<file path="config.mk">
export PLATFORM = sky130hd
export DESIGN_NAME = psram_byte_bridge
export DESIGN_NICKNAME = d
export VERILOG_FILES = /design/src/rtl/psram_byte_bridge.sv
export SDC_FILE = /design/constraint.sdc
export NUM_CORES = 1
export LEC_CHECK = 0
export BUFFER_PORTS_ARGS = -buffer_cell sky130_fd_sc_hd__buf_2
export CAP_MARGIN = 15
export CORE_UTILIZATION = 52
export DETAILED_ROUTE_END_ITERATION = 8
export HOLD_SLACK_MARGIN = 0.1
export PLACE_DENSITY = 0.85
export SYNTH_ARGS = -nofsm -noshare
export SYNTH_HDL_FRONTEND = slang
export SYNTH_SLANG_ARGS = --single-unit
</file>
<file path="constraint.sdc">
create_clock -name clk -period 2.45 [get_ports clk]
set_input_delay 0.3675 -clock clk [delete_from_list [all_inputs] [get_ports clk]]
set_output_delay 0.3675 -clock clk [all_outputs]
set_load 0.01 [all_outputs]
</file>
<file path="src/rtl/psram_byte_bridge.sv">
// rtl/psram_byte_bridge.sv - byte request/response front end for the 32-bit PSRAM IP command port
// One-word read cache with write-through; calibration is synchronized locally.
module psram_byte_bridge #(
    parameter int WR_GAP     = 255,
    parameter int RD_TIMEOUT = 64,
    parameter bit CACHE_EN   = 1'b1
) (
    input  logic        clk,
    input  logic        rst_n,
    input  logic        calib_in,
    input  logic        req_valid,
    output logic        req_ready,
    input  logic        req_we,
    input  logic [22:0] req_addr,
    input  logic [7:0]  req_wdata,
    output logic        rsp_valid,
    output logic [7:0]  rsp_rdata,
    output logic        rsp_err,
    output logic        ready_o,
    output logic        busy,
    output logic        ip_cmd,
    output logic        ip_cmd_en,
    output logic [20:0] ip_addr,
    output logic [31:0] ip_wr_data,
    output logic [3:0]  ip_data_mask,
    input  logic [31:0] ip_rd_data,
    input  logic        ip_rd_data_valid
);

    typedef enum logic [2:0] {
        S_INIT, S_IDLE, S_RD_ISSUE, S_RD_WAIT, S_WR_ISSUE, S_WR_GAP
    } state_t;

    localparam int CNT_MAX = (WR_GAP > RD_TIMEOUT) ? WR_GAP : RD_TIMEOUT;
    localparam int CNT_W   = $clog2(CNT_MAX + 1);

    state_t            state_q;
    logic [2:0]        sync_q;
    logic [CNT_W-1:0]  cnt_q;
    logic [1:0]        lane_q;
    logic              cache_valid_q;
    logic [20:0]       cache_tag_q;
    logic [31:0]       cache_word_q;
    logic [31:0]       cache_wr_d;
    logic              rsp_valid_q, rsp_err_q, ip_cmd_q, ip_cmd_en_q;
    logic [7:0]        rsp_rdata_q;
    logic [20:0]       ip_addr_q;
    logic [31:0]       ip_wr_data_q;
    logic [3:0]        ip_data_mask_q;
    logic              hit;

    assign ready_o      = sync_q[2];
    assign req_ready    = (state_q == S_IDLE) && ready_o;
    assign busy         = (state_q != S_IDLE);
    assign rsp_valid    = rsp_valid_q;
    assign rsp_err      = rsp_err_q;
    assign rsp_rdata    = rsp_rdata_q;
    assign ip_cmd       = ip_cmd_q;
    assign ip_cmd_en    = ip_cmd_en_q;
    assign ip_addr      = ip_addr_q;
    assign ip_wr_data   = ip_wr_data_q;
    assign ip_data_mask = ip_data_mask_q;

    assign hit = CACHE_EN && cache_valid_q && (cache_tag_q == req_addr[22:2]);

    always_comb begin
        cache_wr_d = cache_word_q;
        cache_wr_d[{req_addr[1:0], 3'b000} +: 8] = req_wdata;
    end

    always_ff @(posedge clk or negedge rst_n) begin
        if (!rst_n) begin
            sync_q <= 3'b000;
        end else begin
            sync_q <= {sync_q[1:0], calib_in};
        end
    end

    always_ff @(posedge clk or negedge rst_n) begin
        if (!rst_n) begin
            state_q        <= S_INIT;
            cnt_q          <= '0;
            lane_q         <= 2'b00;
            cache_valid_q  <= 1'b0;
            cache_tag_q    <= '0;
            cache_word_q   <= '0;
            rsp_valid_q    <= 1'b0;
            rsp_err_q      <= 1'b0;
            rsp_rdata_q    <= 8'h00;
            ip_cmd_q       <= 1'b0;
            ip_cmd_en_q    <= 1'b0;
            ip_addr_q      <= '0;
            ip_wr_data_q   <= '0;
            ip_data_mask_q <= 4'h0;
        end else begin
            ip_cmd_en_q <= 1'b0;
            rsp_valid_q <= 1'b0;
            rsp_err_q   <= 1'b0;
            // Calibration loss outranks everything; a pending hit response is already registered.
            if (state_q != S_INIT && !ready_o) begin
                state_q       <= S_INIT;
                cache_valid_q <= 1'b0;
                if (state_q inside {S_RD_ISSUE, S_RD_WAIT, S_WR_ISSUE}) begin
                    rsp_valid_q <= 1'b1;
                    rsp_err_q   <= 1'b1;
                    rsp_rdata_q <= 8'hFF;
                end
            end else begin
                case (state_q)
                    S_INIT: begin
                        if (ready_o) state_q <= S_IDLE;
                    end
                    S_IDLE: begin
                        if (req_valid && req_ready) begin
                            lane_q <= req_addr[1:0];
                            if (req_we) begin
                                ip_cmd_en_q    <= 1'b1;
                                ip_cmd_q       <= 1'b1;
                                ip_addr_q      <= req_addr[22:2];
                                ip_wr_data_q   <= {4{req_wdata}};
                                ip_data_mask_q <= ~(4'b0001 << req_addr[1:0]);
                                if (hit) cache_word_q <= cache_wr_d;
                                state_q        <= S_WR_ISSUE;
                            end else if (hit) begin
                                rsp_valid_q <= 1'b1;
                                rsp_rdata_q <= cache_word_q[{req_addr[1:0], 3'b000} +: 8];
                            end else begin
                                ip_cmd_en_q    <= 1'b1;
                                ip_cmd_q       <= 1'b0;
                                ip_addr_q      <= req_addr[22:2];
                                ip_data_mask_q <= 4'h0;
                                state_q        <= S_RD_ISSUE;
                            end
                        end
                    end
                    S_RD_ISSUE: begin
                        cnt_q   <= '0;
                        state_q <= S_RD_WAIT;
                    end
                    S_RD_WAIT: begin
                        if (ip_rd_data_valid) begin
                            cache_word_q  <= ip_rd_data;
                            cache_tag_q   <= ip_addr_q;
                            cache_valid_q <= 1'b1;
                            rsp_valid_q   <= 1'b1;
                            rsp_rdata_q   <= ip_rd_data[{lane_q, 3'b000} +: 8];
                            state_q       <= S_IDLE;
                        end else if (cnt_q == CNT_W'(RD_TIMEOUT - 1)) begin
                            cache_valid_q <= 1'b0;
                            rsp_valid_q   <= 1'b1;
                            rsp_err_q     <= 1'b1;
                            rsp_rdata_q   <= 8'hFF;
                            state_q       <= S_IDLE;
                        end else begin
                            cnt_q <= cnt_q + 1'b1;
                        end
                    end
                    S_WR_ISSUE: begin
                        rsp_valid_q <= 1'b1;
                        rsp_rdata_q <= 8'h00;
                        cnt_q       <= '0;
                        state_q     <= (WR_GAP == 0) ? S_IDLE : S_WR_GAP;
                    end
                    S_WR_GAP: begin
                        if (cnt_q == CNT_W'(WR_GAP - 1)) state_q <= S_IDLE;
                        else cnt_q <= cnt_q + 1'b1;
                    end
                    default: state_q <= S_INIT;
                endcase
            end
        end
    end

endmodule

</file>
==> flow_results.org, run 1 <==
** Final layout
- The number of antenna diodes in the final layout is 0.
- Final cell utilization of the core :: 67.35%
- In the final design database the tool counted 686 nets.
- After routing the design area is 7397 um2.
- Layout cell share with drive strength beyond 1 :: 50.00%
- Fill cells in the final layout number 764.
- Area overhead of the layout relative to synthesis :: 24.28%

** Critical path
- Slowest cell on the critical path :: o41ai_4
- Worst-path cell chain :: xnor2_1 > nand4_1 > o41ai_4 > o2111ai_2 > mux2_2
- Data on the critical path arrives at its endpoint at 2710 ps.
- Data on the critical path is required at its endpoint by 2750 ps.
- Worst path buffer plus inverter count :: 0
- The worst setup path is captured at a register.
- Slowest Stage Delay on Critical Path :: 600 ps
- Kind of cell adding the most delay to the critical path :: compound AO/OA/AOI/OAI gates
- The critical path is of the reg -> reg type.
- Sort of element at the start of the critical path :: register
- Along the worst path, the maximum fanout reaches 8.

** Clock network
- Cell chosen for the clock root :: clkbuf_16
- After clock tree synthesis, the clock-pin slew on the worst setup and hold paths is 60 ps.
- For the worst-skew pair, the clock arrives at the later sink with an insertion delay of 410 ps.
- In this run the deepest clock path goes through 2 buffers.
- Clock net sink count :: 115
- TritonCTS built the clock tree.
- The number of setup buffers added after CTS is 0.
- Buffers inserted during clock tree synthesis total 17.
- The H-tree generated during clock tree synthesis spans 4 levels.

** Min path
- Worst hold-check path type :: in -> reg

** Global routing
- Number of global-route vias before repair :: 4,636
- The initial antenna violation count came to 0.
- Met3 routing resource usage after global routing :: 6.754%
- Global routing finished with a remaining overflow of 0.
- In the global route stage, met2 resource usage came out at 46.68%.
- met2 is the most crowded layer.
- Global routing consumed, on the met1 layer, 33.10% of the routing resources.
- The first global-routing pass estimated 23,780 um of wire.
- Global routing used 27.26% of the available tracks across all layers.
- Entering global routing, the biggest net connects 51 pins.

** Floorplanning
- Measured along the y axis, the die boundary spans 109.0 um.
- The die covers 11,880 um2.
- Initial core utilization :: 54.19%
- Core Box Area :: 10,980 um2
- The floorplan has 38 rows.
- I/O Pins :: 141
- From left edge to right edge, the die measures 109.0 um.

** Detailed routing
- In the final routed layout, each cell accounts on average for 19.91 um.
- Number of routed nets with antenna violations :: 0
- Number of vias per cell :: 6.025
- For this block, the initial DRC count from the detailed router was 314.
- For this run, design rule violations remaining after detail routing come to 0.
- Iteration count of the initial detailed-routing pass :: 5
- Across all layers, the routed design uses 4,603 vias.
- Summed over all layers, the routed wires come to 15,210 um.

** Logic synthesis
- Post-Synthesis Net Count :: 550
- Count of flip-flops with a built-in enable after synthesis :: 0
- Count of state elements after synthesis :: 115
- Sequential elements use 48.35% of the synthesized area.
- Post-synthesis cell count :: 475
- Post-synth design cell area :: 5952 um2
- Leading register cell type out of synthesis :: dfrtp_1
- After synthesis, the mean cell area works out to 12.53 um2.
- Synthesis warning total :: 0
- After synthesis, the netlist uses 46 different library cells.
- Fraction of registers with async set or reset after synthesis :: 100.0%

** Job
- The tool flagged a number of max-cap violations equal to 0.

** Pwr
- Worst IR Drop VDD :: 0.5906 mV
- Power spread over the standard cell area amounts to 920.2 nW/um2.
- Summed over all cells, the static leakage comes to 3.509 nW.

** Timing
- Period utilization :: 98.52%
- The clock arrives with 5.149 ps of skew.
- In this run the tightest slew margin relative to its limit is 31.45%.
- Setup TNS after final layout :: 0 ps
- Measured slew at the worst slew-check pin :: 1026 ps
- RSZ-0062 raised after global routing :: yes
- Setup violation total in the final timing report :: 0
- The count of final hold-check violations is 0.
- The number of max-slew violations in the final report was 0.
- After layout, the minimum clock period comes to 2414 ps.
- Max Freq :: 414.3 MHz

** Run status
- Outcome :: completed

** Placement
- Detail Placement HPWL :: 10,610 um
- Routability cong. :: 0.8615
- Placed Area :: 6731 um2
- Buffers placed on the I/O ports in this run total 140.
## state kept, by name, summed over array words and instances, names as in the netlist
name           cells
cache_word_q      32
cache_tag_q       21
ip_addr           21
cnt_q              8
ip_wr_data         8
rsp_rdata          8
ip_data_mask       4
state_q            3
sync_q             3
lane_q             2
cache_valid_q      1
ip_cmd             1
ip_cmd_en          1
rsp_err            1
rsp_valid          1
## worst register-to-register path, delay by kind of cell (launching register included)
kind | cells | cell delay [ps]
xor+xnor | 1 | 190
simple gates | 1 | 250
mux | 1 | 420
compound gates | 2 | 1060
flops | 1 | 390
## final timing paths
| kind | startpoint | to | slack (ps) | depth (start not counted) |
|---|---|---|---|---|
| max | cache_tag_q[13]$_DFFE_PN0P_ | cache_word_q[31]$_DFFE_PN0P_ | 40 | 5 |
| min | req_addr[12] | ip_addr[10]$_DFFE_PN0P_ | 210 | 2 |
| max reg2reg | cache_tag_q[13]$_DFFE_PN0P_ | cache_word_q[31]$_DFFE_PN0P_ | 40 | 5 |
| min reg2reg | sync_q[1]$_DFF_PN0_ | sync_q[2]$_DFF_PN0_ | 360 | 0 |
| max in group asynchronous | rst_n | cache_word_q[18]$_DFFE_PN0P_ | 1210 | 3 |
| min in group asynchronous | rst_n | cache_tag_q[19]$_DFFE_PN0P_ | 530 | 2 |
## per-stage QoR
stage | hold slack, ps | instances | worst slack (ps) | power [mW]
after floorplan | 71.91 | 475 | 218.1 | 3.583
after detailed placement | 336.3 | 730 | -49.25 | 4.129
after global placement | 336.5 | 730 | 113.5 | 4.040
after global routing | 211.8 | 764 | -69.61 | 7.086
final | 214.4 | 764 | 36.31 | 6.807
after CTS | 206.8 | 764 | 41.06 | 6.835
## synth_stat cells (all sizes together) (9+ instances only)
library cell    n  area share [%]
mux2           90              17
nand3          22             1.8
inv            13            0.82
dfrtp         115              48
clkbuf         11            0.69
o21ai          24             2.0
nor2            9            0.57
xnor2          21             3.1
buf            34             3.8
a22o           32             4.7
mux4           16             6.1
nand2          17             1.1
## cells in the final DEF, fill, tap and decap left out, drive strengths merged, types with 2 or more instances in the layout
master and count:
buf 160, dfrtp 115, mux2 90, a22o 32
o21ai 24, nand3 22, xnor2 21, clkbuf 18
nand2 17, mux4 16, inv 14, nor2 9
nand4 7, a21oi 7, ha 6, o22ai 5
bufinv 5, clkinv 5, nor4 5, nor3 4
o31ai 4, a31oi 3, o2111ai 3, clkinvlp 3
o41ai 3, and2 2, nand2b 2, and3b 2
nor2b 2, a31o 2, and4 2, dlygate4sd3 2
o221ai 2, nor4b 2, nand4b 2
## cell type report
cell class	instances	area, um2	area share (%)
clock buffers	18	429.2	5.802
well taps	140	175.2	2.368
clock inverters	14	210.2	2.842
inverters	13	48.80	0.6597
multi-input cells	302	2770	37.45
repair buffers	162	885.9	11.98
flip-flops and latches	115	2878	38.90
## where the power goes
| part | switching [mW] | internal [mW] |
|---|---|---|
| registers | 0.305 | 2.28 |
| logic | 0.759 | 0.775 |
| clock network | 0.891 | 1.80 |
| total | 1.95 | 4.85 |
## routing by layer
metal / vias up / routed length, um
met3: 42 / 1023
li1: 2037 / -
met4: 0 / 381
met1: 2296 / 5980
met5: - / 0
met2: 228 / 7823
## kinds of logic after synthesis
| kind of cell | share of synthesized area, % |
|---|---|
| AO/OA/AOI/OAI | 11.37 |
| XOR/XNOR | 3.090 |
| adder cells (fa/ha/maj) | 1.261 |
| buffers and inverters | 5.318 |
| flip-flops | 48.35 |
| multiplexers | 23.08 |
| AND/OR/NAND/NOR | 7.526 |
## timing repair
| item | in CTS | in global routing |
|---|---|---|
| resized for setup | 0 | 1 |
| hold endpoints to repair | 48 | 0 |
| endpoints found under the setup margin | 0 | 26 |
| hold buffers | 2 | 0 |
(Power assumes the default switching activity.)
==> run 2: changes to the inputs <==
- PLACE_DENSITY: 0.85 -> 0.81
==> run 2 against run 1 <==
Hold slack improved by 6.4 ps. Design area decreased by 0.34%. Critical path depth unchanged. Sequential share of layout area increased by 0.15 points. Clock-buffer cell count increased by 5. Clock power decreased by 2%. Critical path type unchanged. Critical endpoint is now cache_word_q[15]$_DFFE_PN0P_. Highest routed layer unchanged.
==> flow_results.org, run 2 (synthesis gave the netlist of run 1 again) <==
** Run status
- Outcome :: completed

** Clock network
- The clock sink total is 115 (unchanged).
- Cell chosen for the clock root :: clkbuf_16
- The clock-pin slew on the worst setup and hold paths is 50 ps (about the same).
- TritonCTS built the clock tree.
- Skew-Pair Late Insertion Delay :: 410 ps (about the same)
- The maximum clock path buffer count came to 2 (unchanged).
- Clock H-tree levels :: 4 (unchanged)
- The clock buffer count from CTS came to 17 (unchanged).

** Timing
- Worst hold-check slack :: 220.8 ps (+6.398 ps)
- The number of max-slew violations in the final report came to 0 (unchanged).
- The relative max-transition margin came to 30.07% (-1.4 points).
- Setup repair after global routing could not meet its margin everywhere.
- The ratio of final minimum period to clock period came to 97.08% (-1.4 points).
- Time the worst path needs with I/O delays and setup :: 2379 ps (-35.18 ps)
- The number of endpoints failing setup at the final stage is 0 (unchanged).
- Max Freq :: 420.4 MHz (+1.5%)
- The transition at the pin with the smallest max-transition slack came to 1046 ps (+20.56 ps).
- Layout Skew :: 9.793 ps (+4.644 ps)
- The count of final hold-check violations came to 0 (unchanged).

** Detailed routing
- The number of nets still failing antenna checks after routing came to 0 (unchanged).
- Post-Route WL :: 14,710 um (-3.3%)
- DRC errors left :: 0 (unchanged)
- Wire per inst :: 19.28 um (-3.1%)
- Iteration-0 DRC count of the detailed router :: 276 (-12%)
- Iteration count of the initial detailed-routing pass :: 6 (+1)
- The average via count per standard cell was 5.992 (-0.54%).
- Total number of vias :: 4,572 (-0.67%)

** Critical path
- Arrival time reported for the critical path endpoint :: 2660 ps (-50 ps)
- Slowest Stage Delay on Critical Path :: 610 ps (about the same)
- The worst setup path is launched from a register.
- Slowest cell on the critical path :: o41ai_4
- The critical path is of the reg -> reg type.
- The largest fanout on the critical path was 8 (unchanged).
- The critical path goes through xnor2_1 > nand4_1 > o41ai_4 > o2111ai_2 > mux2_2.
- The worst setup path is captured at a register.
- Data required time of the worst path :: 2740 ps (about the same)

** Global routing
- The via count of the first global-routing pass is 4,560 (-1.6%).
- Total congestion overflow after global routing :: 0 (unchanged)
- Maximum number of pins on one net before global-route repair :: 116 (+130%)
- GRT Util Overall :: 26.37% (-0.88 points)
- Wire length of the first global-routing pass :: 23,150 um (-2.6%)
- The initial antenna violation count came to 0 (unchanged).

** Pwr
- The leakage component of the power was 3.498 nW (-0.34%).
- Power density of the placed cells :: 913.2 nW/um2 (-0.77%)
- Worst IR Drop VDD :: 0.4959 mV (-16%)
- The total power was 6.732 mW (-1.1%).

** Final layout
- The library cells used most frequently in the layout, excluding fill and tap cells, are buf_2, dfrtp_1, mux2_2.
- The area of all placed cells without fillers is 7372 um2 (-0.34%).
- Most common cell after layout, fill and taps aside :: buf_2
- Number of flip-flops in the largest register :: 32 (unchanged)
- Layout cell share with drive strength beyond 1 :: 49.68% (-0.32 points)
- The layout net count is 684 (-0.29%).
- More flip-flops sit in one register than any other, and that register is cache_word_q.
- Area overhead of the layout relative to synthesis :: 23.86%

** Placement
- The placement-stage cell area was 6716 um2 (-0.22%).
- Routability cong. :: 0.8999 (+4.5%)
- Detail Placement HPWL :: 10,030 um (-5.4%)
- Quantity of I/O buffers inserted on ports :: 140 (unchanged)

** Floorplanning
- Number of cell rows :: 38 (unchanged)
- The total I/O pin count was 141 (unchanged).
- The die boundary height came to 109.0 um (unchanged).
- Die width :: 109.0 um (unchanged)
- The floorplan die area came to 11,880 um2 (unchanged).
- Core Box Area :: 10,980 um2 (unchanged)
- The effective utilization at floorplan was 54.19% (unchanged).

** Job
- Max-cap violations :: 0 (unchanged)

** Min path
- The worst hold path belongs to the class in -> reg.
==> run 2: stage by stage <==
step	util [%]	TNS [ps]	instances	setup slack [ps]
after global placement	61.15	0	728	95.31
after global routing	67.10	-139.8	762	-24.37
after floorplan	-	0	475	218.1
after detailed placement	61.15	-23.17	728	-7.669
after CTS	67.07	0	762	53.88
final	67.12	0	763	71.49
==> run 2: path summary, 6_finish.rpt <==
check	slack, ps	endpoint	cells past startpoint	start
worst max-delay path	70	cache_word_q[15]$_DFFE_PN0P_	5	cache_tag_q[14]$_DFFE_PN0P_
worst min-delay path	220	ip_addr[0]$_DFFE_PN0P_	2	req_addr[2]
worst max register to register	70	cache_word_q[15]$_DFFE_PN0P_	5	cache_tag_q[14]$_DFFE_PN0P_
worst min register to register	350	sync_q[1]$_DFF_PN0_	0	sync_q[0]$_DFF_PN0_
max in group asynchronous	1390	state_q[0]$_DFFE_PN0P_	3	rst_n
min in group asynchronous	580	ip_addr[20]$_DFFE_PN0P_	3	rst_n
==> run 2: worst max-delay path: cells and delay by family (launching register included) <==
family	cells	cell delay, ps
AOI/OAI and AO/OA	2	1050
DFF	1	380
xor gates and xnor gates	1	160
muxes	1	400
and+or+nand+nor	1	260
==> run 2: power by group <==
part	total (mW)	switching (mW)	leakage, nW	internal [mW]
sequential	2.58	0.299	1.50	2.28
combinational	1.53	0.751	1.69	0.774
clock	2.63	0.849	0.307	1.78
total	6.73	1.90	3.50	4.83
==> run 2: layout make-up <==
| type | count | area [um2] |
|---|---|---|
| clock buffers | 23 | 478.0 |
| diodes | 1 | 2.502 |
| inverters | 13 | 48.80 |
| repair buffers | 160 | 870.8 |
| flip-flops and latches | 115 | 2879 |
| clock inverters | 9 | 151.4 |
| fillers | 769 | 3611 |
| well taps | 140 | 175.2 |
| multi-input cells | 302 | 2766 |
==> run 2: timing repair <==
action,4_1_cts,5_1_grt
endpoints found under the hold margin,116,0
hold buffers,2,0
setup endpoints to repair,0,24
setup buffers,0,0
resized for setup,0,2
==> run 2: per-layer routing <==
metal | vias up | track usage, % | share of wire, % | wire length [um]
li1 | 2044 | - | - | -
met1 | 2277 | 32.92 | 40 | 5896
met2 | 226 | 44.25 | 52 | 7617
met3 | 25 | 6.635 | 6.4 | 938
met4 | 0 | 9.653 | 1.8 | 258
met5 | - | 0 | 0 | 0
==> run 3: changes to the inputs <==
- SKIP_LAST_GASP: unset -> 1
- clock period: 2.45 -> 2.6 ns (I/O delays scaled with it)
==> run 3 against run 2 <==
Die area did not move. Via count decreased by 2.8%. Clock skew increased by 2.8 ps. Highest routed layer unchanged. Sequential power is 5% lower.
==> flow_results.org, run 3 (synthesis gave the netlist of run 1 again) <==
** Pwr
- The power density over the cells was 860.3 nW/um2 (-5.8%).
- Reported leakage power :: 3.471 nW (-0.76%)
- Worst IR Drop VDD :: 0.4857 mV (-2.0%)

** Clock network
- The count of H-tree levels built during CTS was 4 (unchanged).
- Number of instances resized during post-cts repair :: 0 (unchanged)
- Skew-Pair Late Insertion Delay :: 420 ps (about the same)
- The post-CTS setup-driven buffer insertion count came to 0 (unchanged).
- The maximum clock path buffer count came to 2 (unchanged).
- Clock buffers created by TritonCTS :: 17 (unchanged)
- Post-CTS clock slew at the launch and capture registers of the worst setup and hold paths :: 50 ps (about the same)
- Cell chosen for the clock root :: clkbuf_16
- The clock sink total came to 115 (unchanged).
- Clock tree from TritonCTS :: yes

** Placement
- Detail Placement HPWL :: 10,160 um (+1.2%)
- The placer congestion estimate is 0.8679 (-3.6%).
- Quantity of I/O buffers inserted on ports :: 140 (unchanged)
- Placed Area :: 6671 um2 (-0.67%)

** Detailed routing
- Iteration count of the initial detailed-routing pass :: 5 (-1)
- Number of routed nets with antenna violations :: 0 (unchanged)
- The sum of routed wire length over all layers came to 14,620 um (-0.61%).
- The number of vias in the routed layout was 4,445 (-2.8%).
- The DRC violation count after routing was 0 (unchanged).
- The mean routed wirelength per cell is 19.34 um (+0.32%).
- The number of violations reported at the end of detailed-routing iteration 0 is 309 (+12%).
- The average via count per standard cell came to 5.880 (-1.9%).

** Critical path
- The required time of the worst setup path was 2890 ps (+150 ps).
- The worst setup path is captured at a register.
- The worst setup path is of the reg -> reg kind.
- The arrival time at the worst endpoint came to 2730 ps (+70 ps).
- The minimum setup slack among reg-to-reg paths is 160 ps (+90 ps).
- The worst setup path is launched from a register.
- The largest fanout on the critical path was 8 (unchanged).

** Final layout
- Commonest cells after routing, fill and taps aside :: buf_2, dfrtp_1, mux2_2
- Final design area excluding fillers :: 7310 um2 (-0.85%)
- Area overhead of the layout relative to synthesis :: 22.81%
- Register with the most flip-flops :: cache_word_q
- The footprint of the flip-flops and latches was 2878 um2 (about the same).
- The fill cell instance count of the final layout was 777 (+1.0%).
- Total number of nets in the final design :: 678 (-0.88%)
- The number of flip-flops in the largest register was 32 (unchanged).
- The library cell used most frequently in the layout, excluding fill and tap cells, is buf_2.
- The number of diodes came to 0 (-1).
- The total area of multi-input combinational cells came to 2764 um2 (about the same).
- Layout cell share with drive strength beyond 1 :: 49.03% (-0.65 points)

** Floorplanning
- Die width :: 109.0 um (unchanged)
- Die footprint :: 11,880 um2 (unchanged)
- The core area was 10,980 um2 (unchanged).
- The die boundary height came to 109.0 um (unchanged).
- I/O Pins :: 141 (unchanged)
- Number of cell rows :: 38 (unchanged)
- The effective utilization at floorplan is 54.19% (unchanged).

** Global routing
- Total congestion overflow after global routing :: 0 (unchanged)
- Maximum number of pins on one net before global-route repair :: 53 (-54%)
- GRT Util Overall :: 26.28% (-0.089 points)
- Wire length of the first global-routing pass :: 23,190 um (+0.18%)
- The via count of the first global-routing pass is 4,498 (-1.4%).
- The initial antenna violation count is 0 (unchanged).

** Timing
- Time the worst path needs with I/O delays and setup :: 2440 ps (+61.66 ps)
- Worst hold-check slack :: 239.8 ps (+18.93 ps)
- Setup repair after global routing left no endpoint under its margin.
- The number of endpoints failing setup at the final stage was 0 (unchanged).
- Final Max Slew Viols :: 0 (unchanged)
- Period utilization :: 93.85% (-3.2 points)
- Setup TNS after final layout :: 0 ps (unchanged)
- The maximum clock frequency is 409.8 MHz (-2.5%).
- Relative slew margins :: 52.89% (+23 points)
- Number of endpoints with negative hold slack in the final report :: 0 (unchanged)
- The maximum clock skew at final layout is 12.55 ps (+2.756 ps).
- The transition at the pin with the smallest max-transition slack is 704.7 ps (-341.4 ps).

** Job
- Max-cap violations :: 0 (unchanged)

** Min path
- Worst hold-check path type :: in -> reg

** Run status
- The run finished with clean final reports.
-- run 3: final timing paths --
kind                                              from                            to  cells after the start
max                        cache_tag_q[14]$_DFFE_PN0P_  cache_word_q[15]$_DFFE_PN0P_                      5
min                                       req_addr[12]       ip_addr[10]$_DFFE_PN0P_                      2
max reg2reg                cache_tag_q[14]$_DFFE_PN0P_  cache_word_q[15]$_DFFE_PN0P_                      5
min reg2reg                        sync_q[1]$_DFF_PN0_           sync_q[2]$_DFF_PN0_                      0
max in group asynchronous                        rst_n       ip_addr[11]$_DFFE_PN0P_                      3
min in group asynchronous                        rst_n    ip_wr_data[26]$_DFFE_PN0P_                      2
-- run 3: final cells by class --
class	instances	area share, %
clock buffer	21	6.299
clock inverter	11	2.157
inverter	13	0.6676
multi-input combinational	302	37.81
sequential	115	39.37
tap	140	2.396
timing repair buffer	154	11.30
-- run 3: layer usage --
layer | global-route usage (%) | up-vias | routed length [um]
met5 | 0 | - | 0
met4 | 11.97 | 0 | 310
met1 | 32.59 | 2229 | 5986
li1 | - | 2025 | -
met2 | 44.74 | 166 | 7583
met3 | 4.603 | 25 | 741
-- run 3: worst max-delay path, stage by stage, from the launching register on --
cell	delay (ps)
dfrtp_1	380
xnor2_1	160
nand4_1	260
o41ai_4	600
o2111ai_2	490
mux2_2	420
-- run 3: where the power goes --
part	leakage [nW]	internal, mW	total (mW)	switching [mW]
Clock	0.306	1.64	2.44	0.800
Sequential	1.50	2.15	2.44	0.291
Combinational	1.67	0.722	1.41	0.685
-- run 3: what timing repair did --
| action | 4_1_cts | 5_1_grt |
|---|---|---|
| setup endpoints to repair | 0 | 0 |
| hold buffers | 2 | 0 |
| endpoints found under the hold margin | 51 | 0 |
-- run 3: stage by stage --
step / utilization, % / setup WS (ps) / power [mW] / std cells
global placement: 60.74 / 149.7 / 3.800 / 722
global route: 66.55 / 54.19 / 6.547 / 756
CTS: 66.55 / 165.1 / 6.317 / 756
floorplan: - / 345.6 / 3.376 / 475
detailed placement: 60.74 / 50.93 / 3.874 / 722
finish: 66.55 / 159.8 / 6.289 / 756
